`src/rtl/parity_frame_pkg.sv`:
```
// rtl/parity_frame_pkg.sv - shared types and helpers for the parity-framed serial transmitter
package parity_frame_pkg;

    typedef enum logic [1:0] {
        PFT_IDLE   = 2'd0,
        PFT_DATA   = 2'd1,
        PFT_PARITY = 2'd2
    } pft_state_t;

    localparam bit PFT_LSB_FIRST = 1'b1;

    // Callers zero-extend the word; the extra zeros do not change the XOR.
    function automatic logic calc_parity(input logic [31:0] word, input logic odd);
        return (^word) ^ odd;
    endfunction

endpackage

```
`src/rtl/pft_bit_cnt.sv`:
```
// rtl/pft_bit_cnt.sv - loadable modulo-MOD bit counter with terminal-count flag
module pft_bit_cnt #(
    parameter int MOD = 3,
    parameter int CW  = $clog2(MOD)
) (
    input  logic clk,
    input  logic rst_n,
    input  logic clr,
    input  logic en,
    output logic tc
);

    logic [CW-1:0] cnt;

    assign tc = (cnt == CW'(MOD - 1));

    always_ff @(posedge clk or negedge rst_n) begin
        if (!rst_n) begin
            cnt <= '0;
        end else if (clr) begin
            cnt <= '0;
        end else if (en) begin
            cnt <= tc ? '0 : cnt + CW'(1);
        end
    end

endmodule

```
`src/rtl/parity_frame_tx.sv`:
```
// rtl/parity_frame_tx.sv - serialising parity-framed transmitter; PFT_INJECT_ERR_EN adds inj_err parity corruption
module parity_frame_tx
    import parity_frame_pkg::*;
#(
    parameter int DATA_W     = 3,
    parameter bit ODD_PARITY = 1'b0
) (
    input  logic              clk,
    input  logic              rst_n,
    input  logic [DATA_W-1:0] in_dat,
    input  logic              in_valid,
`ifdef PFT_INJECT_ERR_EN
    input  logic              inj_err,
`endif
    output logic              in_ready,
    output logic              dat,
    output logic              frame,
    output logic              par_slot,
    output logic              busy
);

    pft_state_t        state, state_next;
    logic [DATA_W-1:0] shift_reg, shift_next;
    logic              par_reg, par_next;
    logic              dat_next, frame_next, par_slot_next;
    logic              accept, last_bit, inj;

`ifdef PFT_INJECT_ERR_EN
    assign inj = inj_err;
`else
    assign inj = 1'b0;
`endif

    assign in_ready = (state == PFT_IDLE) || (state == PFT_PARITY);
    assign accept   = in_valid && in_ready;
    assign busy     = (state != PFT_IDLE);

    pft_bit_cnt #(
        .MOD (DATA_W),
        .CW  ($clog2(DATA_W))
    ) u_bit_cnt (
        .clk   (clk),
        .rst_n (rst_n),
        .clr   (accept),
        .en    (state == PFT_DATA),
        .tc    (last_bit)
    );

    function automatic logic line_bit(input logic [DATA_W-1:0] s);
        return PFT_LSB_FIRST ? s[0] : s[DATA_W-1];
    endfunction

    // Output flops are loaded with the bit for the coming cycle, so dat is a true register.
    always_comb begin
        state_next    = state;
        shift_next    = shift_reg;
        par_next      = par_reg;
        dat_next      = 1'b0;
        frame_next    = 1'b0;
        par_slot_next = 1'b0;
        if (state == PFT_DATA) begin
            if (last_bit) begin
                state_next    = PFT_PARITY;
                dat_next      = par_reg;
                par_slot_next = 1'b1;
            end else begin
                shift_next = PFT_LSB_FIRST ? (shift_reg >> 1) : (shift_reg << 1);
                dat_next   = line_bit(shift_next);
            end
        end else if (accept) begin
            state_next = PFT_DATA;
            shift_next = in_dat;
            par_next   = calc_parity(32'(in_dat), ODD_PARITY) ^ inj;
            dat_next   = line_bit(in_dat);
            frame_next = 1'b1;
        end else begin
            state_next = PFT_IDLE;
        end
    end

    always_ff @(posedge clk or negedge rst_n) begin
        if (!rst_n) begin
            state     <= PFT_IDLE;
            shift_reg <= '0;
            par_reg   <= 1'b0;
            dat       <= 1'b0;
            frame     <= 1'b0;
            par_slot  <= 1'b0;
        end else begin
            state     <= state_next;
            shift_reg <= shift_next;
            par_reg   <= par_next;
            dat       <= dat_next;
            frame     <= frame_next;
            par_slot  <= par_slot_next;
        end
    end

endmodule

```
`config.mk`:
```
export PLATFORM = sky130hd
export DESIGN_NAME = parity_frame_tx
export DESIGN_NICKNAME = d
export VERILOG_FILES = /design/src/rtl/parity_frame_pkg.sv /design/src/rtl/pft_bit_cnt.sv /design/src/rtl/parity_frame_tx.sv
export SDC_FILE = /design/constraint.sdc
export NUM_CORES = 1
export LEC_CHECK = 0
export ABC_AREA = 1
export CAP_MARGIN = 0
export CORE_AREA = 2 2 39 41
export CTS_CLUSTER_SIZE = 24
export DETAILED_ROUTE_END_ITERATION = 10
export DIE_AREA = 0 0 41 43
export PLACE_DENSITY_LB_ADDON = 0.3
export RECOVER_POWER = 50
export SYNTH_ARGS = -nofsm -noshare
export SYNTH_HDL_FRONTEND = slang
export SYNTH_SLANG_ARGS = --single-unit
export TNS_END_PERCENT = 100
```
`constraint.sdc`:
```
create_clock -name clk -period 1.4 [get_ports clk]
set_clock_uncertainty 0.1 [all_clocks]
set_input_delay 0.14 -clock clk [delete_from_list [all_inputs] [get_ports clk]]
set_output_delay 0.14 -clock clk [all_outputs]
set_load 0.01 [all_outputs]
```
After elaboration in Yosys (flattened, before gate mapping)
Index checks and enable logic that the tools add are counted.
{"block": "totals", "register_bits": 11, "input_bits": 6, "output_inout_bits": 5, "wordCells": 38}
{"block": "classes", "addsub": 1, "eq_ne": 5, "mux": 16, "bitwise": 1, "reduce_logical": 8}
{"operator": "32-bit XOR reduction", "count": 1}
{"operator": "2-bit two-way mux", "count": 5}
{"operator": "3-bit two-way mux", "count": 3}
{"operator": "1-bit two-way mux", "count": 8}
{"operator": "2-bit == test, second input constant", "count": 2}
{"operator": "2-bit != test, second input constant", "count": 2}
{"operator": "2-bit AND reduction", "count": 2}
{"operator": "2-bit nonzero test", "count": 2}
{"operator": "2-bit by 1-bit adder with 2-bit output, second input constant", "count": 1}
{"operator": "2-bit by 1-bit == test with 1-bit output, second input constant", "count": 1}
{"operator": "2-bit logical NOT", "count": 1}
{"operator": "1-bit logical AND", "count": 1}
{"operator": "1-bit logical OR", "count": 1}
{"operator": "1-bit inverter", "count": 1}

Logic depth before layout (Yosys ltp)
{"block": "depth", "depth_word": 5, "depth_mapped": 7, "depth_no_buf": 7}

By module
A second synthesis with hierarchy kept.
{"block": "unflattened", "hier_cells": 57, "area_unflattened_um2": 475.5}
{"module": "parity_frame_tx", "instances": 1, "cells_per_inst": 44, "area_each_um2": 379.1}
{"module": "pft_bit_cnt", "instances": 1, "cells_per_inst": 13, "area_each_um2": 96.3}

Worst setup path before layout
Ideal clock, no wire load.
{"block": "synth_timing", "kind": "register to register", "from": "register u_bit_cnt.cnt[0]", "to": "register shift_reg[1]", "setup_ps": 116, "arrival_time_ps": 805, "t_required_ps": 1184, "setup_slack_ps": 378, "stages_incl_launch_ff": 7, "path_buffers": 0, "period_less_slack_ps": 1022, "path_cell_list": "dfrtp_1 inv_1 nand2_2 nand3_1 nand2_2 nand2_1 nand2_1"}
{"block": "synth_between", "elab_chain_cells": 3}
{"item": "start, declared", "line_no": "pft_bit_cnt.sv:13", "rtl": "logic [CW-1:0] cnt;"}
{"item": "start signal, assigned", "line_no": "pft_bit_cnt.sv:23", "rtl": "cnt <= tc ? '0 : cnt + CW'(1);"}
{"item": "2-bit == test", "line_no": "pft_bit_cnt.sv:15", "rtl": "assign tc = (cnt == CW'(MOD - 1));"}
{"item": "2-bit != test (no line)"}
{"item": "2-bit AND reduction (no line)"}
{"item": "end signal, assigned", "line_no": "parity_frame_tx.sv:91", "rtl": "shift_reg <= shift_next;"}
{"item": "end, declared", "line_no": "parity_frame_tx.sv:23", "rtl": "logic [DATA_W-1:0] shift_reg, shift_next;"}
Every way passes these cells.
A chain may end at the register's enable or synchronous reset.

Worst setup path in the final report
{"block": "layout_timing", "from": "register state[0]", "to": "output port busy"}
{"block": "layout_between", "elab_chain_cells": 1}
{"item": "start, declared", "line_no": "parity_frame_tx.sv:22", "rtl": "pft_state_t state, state_next;"}
{"item": "start signal, assigned", "line_no": "parity_frame_tx.sv:90", "rtl": "state <= state_next;"}
{"item": "2-bit nonzero test", "line_no": "parity_frame_tx.sv:36", "rtl": "assign busy = (state != PFT_IDLE);"}
{"item": "end, declared", "line_no": "parity_frame_tx.sv:19", "rtl": "output logic busy"}
Every way passes these cells.

==> summary.md <==
| Metric | Value |
|---|---|
| Status | finished, final reports clean |
| Main flop type after synthesis | sky130_fd_sc_hd__dfrtp_1 |
| Layout cell share with drive strength beyond 1 | 22.1% |
| Data arrival time of the worst path | 1.05 ns |
| Family with the most delay on the worst path | flip-flops |
| Estimated wirelength of the detail-placed design | 642 um |
| Register share of total power | 35.5% |
| Cell taking the most area after synthesis | sky130_fd_sc_hd__dfrtp_1 |
| Worst Path Buf+Inv | 2 |
| I/O pin count | 11 |
| Weighted congestion at the end of routability-driven global placement | 0.694 |
| Data required, critical path | 1.16 ns |
| Post-synth top area share | 54.5% |
| Critical setup path kind | reg2out |
| DRC | 0 |
| DR WL/cell | 9.52 um |
| Post-route clock period utilization | 91.9% |
| Placement-stage worst setup slack | 0.166 ns |
| Synthesis-stage register bit count | 10 |
| Post-layout net count | 75 |
| Netlist Area Pre-Place | 459 um^2 |
| Ranking of synthesized cells by area | sky130_fd_sc_hd__dfrtp_1 54%, sky130_fd_sc_hd__nand2_1 13%, sky130_fd_sc_hd__inv_1 5.7%, sky130_fd_sc_hd__o21ai_2 5.7%, sky130_fd_sc_hd__nand3_1 4.4% |
| Fin. Hold Viols | 0 |
| Total of max-cap violations | 0 |
| Sum Neg Setup Slack | 0 ns |
| Synth Instances | 52 |
| Setup ws final | 0.114 ns |
| Leading cell type by number of instances after synthesis | sky130_fd_sc_hd__nand2_1 |
| Count of antenna-violating nets left after detailed routing | 0 |
| Via count | 376 |
| Die Width | 41 um |
| Average via count per standard cell | 4.48 |
| Cell Chain, Critical Path | inv_2, nand2_1, dlygate4sd2_1 |
| Post CTS Setup Buffer Count | 0 |
| Worst vdd rail ir drop | 0.953 mV |
| Final setup violation count | 0 |
| Post-synthesis net count | 58 |
| Aggregate routed wire length | 800 um |
| Placed Instances | 80 |
| Syn_area_per_cell | 8.83 um^2 |
| CTS tree | yes |
| CTS Sinks | 10 |
| RSZ-0062 raised after global routing | false |
| Worst slew pin tran | 0.467 ns |
| Kind of start point of the critical path | flip-flop |
| Clock Latency Late Sink | 0.26 ns |
| CP endpoint kind | output pin |
| Instance area at placement | 594 um^2 |
| First drt pass iteration count | 2 |
| Initial drt markers | 5 |
| IO buf count | 10 |
| Sw Ratio | 37.4% |
| Power Internal | 0.000786 W |
| Worst-path maximum fanout | 3 |
| Die area | 1760 um^2 |
| Number of enable flip-flop cells after synthesis | 0 |
| H-tree lvl count | 1 |
| Normalized max-slew margin | 68.8% |
| Site row count | 14 |
| Clock Power Share | 20.3% |
| Final worst path period need | 1.29 ns |
| CTS clock-pin slew for the worst setup and hold paths | 0.07 ns |
| Most frequent cells after synthesis | 16 x sky130_fd_sc_hd__nand2_1, 10 x sky130_fd_sc_hd__dfrtp_1, 7 x sky130_fd_sc_hd__inv_1 |
| Number of fill cells in the layout | 139 |
| Post-synthesis cell type count | 12 |
| Power density of the placed cells | 1980 nW/um^2 |
| Initial antenna violation count | 0 |
| Gr ovfl total | 0 |
| Total clock buffers created by CTS | 3 |
| Largest net degree at the start of global routing | 11 |
| Total non-filler cell area in the finished layout | 633 um^2 |
| Hold crit path type | in2async |
| Clock tree root buffer cell | sky130_fd_sc_hd__clkbuf_4 |
| Upper clock frequency limit | 0.777 GHz |
| Switching power of the nets | 0.000469 W |
| Number of warnings reported in the yosys synthesis log | 0 |
| Sequential-to-total area share from yosys stat | 54.5% |
| Post-route total power | 0.00126 W |
| Global-route wire length before repair | 1390 um |
| Floorplan die height | 43 um |
| Number of global-route vias before repair | 364 |
| Number of inserted diodes | 0 |
| Maximum root-to-sink buffer count | 2 |
| Cell at the slowest stage of the critical path | sky130_fd_sc_hd__dfrtp_1 |
| Total Routing Usage GR | 11.9% |
| Placeable core region | 1380 um^2 |
| Initial Util | 33.2% |
| Post-route non-filler standard cell count | 84 |
| Share of total power in combinational logic | 44.1% |
| Synthesis-to-finish area growth | 37.9% |
| Count of pins over their slew limit | 0 |
| Slowest Stage Delay on Critical Path | 0.39 ns |
| Leakage | 0.373 nW |
| Post-synthesis async set-or-reset flop share | 100% |
power by group through the flow:
stage,Combinational [W],Clock (W),Sequential [W]
2_1_floorplan,0.000347,0,0.000472
3_3_place_gp,0.000592,0,0.000446
3_5_place_dp,0.000602,0,0.000451
4_1_cts,0.000580,0.000261,0.000446
5_1_grt,0.000622,0.000278,0.000457
6_report,0.000554,0.000255,0.000446
final cells by class:
| class | count | area [um^2] | area share, % |
|---|---|---|---|
| Clock buffer | 4 | 36.3 | 5.73 |
| Inverter | 9 | 33.8 | 5.34 |
| Multi-Input combinational cell | 33 | 173 | 27.3 |
| Tap cell | 16 | 20.0 | 3.16 |
| Timing Repair Buffer | 12 | 120 | 19.0 |
| Sequential cell | 10 | 250 | 39.5 |
worst register-to-register path: stages (launching register included):
cell and delay [ns]:
sky130_fd_sc_hd__dfrtp_1 0.37, sky130_fd_sc_hd__inv_1 0.07, sky130_fd_sc_hd__buf_4 0.13, sky130_fd_sc_hd__nand2_1 0.15
sky130_fd_sc_hd__nand2_1 0.11, sky130_fd_sc_hd__o21ai_1 0.07, sky130_fd_sc_hd__nand2_1 0.07, sky130_fd_sc_hd__nand2_1 0.05
final timing paths:
path                            slack [ns]      from           end  cells past startpoint
min in group clk                      0.39   par_reg           dat                      2
max in group asynchronous             0.71     rst_n      state[0]                      1
worst max register to register        0.18  state[1]  shift_reg[1]                      7
worst min register to register        0.39   par_reg           dat                      2
worst max-delay path                  0.11  state[0]          busy                      3
worst min-delay path                  0.16     rst_n      par_slot                      1
per-stage QoR:
stage,util [%],hold slack (ns)
finish,45.8,0.164
detailed placement,42.9,0.373
CTS,45.4,0.104
floorplan,-,-0.256
global route,45.8,0.203
global placement,42.9,0.366
cells by family (layout without fill, tap and decap cells):
group           Yosys count  count (layout)  synth area share [%]
compound gates            4               4                  6.81
buf+inv                   9              25                  7.36
flops                    10              10                  54.5
simple gates             29              29                  31.3
what timing repair did:
item | 4_1_cts | 5_1_grt
resized for setup | 2 | 3
hold buffers | 0 | 0
pin swaps | 0 | 0
endpoints found under the setup margin | 2 | 3
per-layer routing:
layer	GRT usage (%)	vias up	part of all wire, %
met4	10.0	0	3.1
met5	0	-	0
met3	3.14	4	5.5
met1	14.4	167	45
met2	16.6	10	46
li1	-	195	-
placed cells by master (no fill, tap or decap), types with 3 or more instances in the layout:
cell and count:
sky130_fd_sc_hd__nand2_1 17, sky130_fd_sc_hd__dfrtp_1 10, sky130_fd_sc_hd__nand3_1 4, sky130_fd_sc_hd__dlymetal6s2s_1 3
sky130_fd_sc_hd__nand4_1 3, sky130_fd_sc_hd__inv_1 7, sky130_fd_sc_hd__clkdlybuf4s50_1 4, sky130_fd_sc_hd__o21ai_2 3
sky130_fd_sc_hd__clkbuf_4 3
Note: power is estimated with default switching activity, not from simulation.
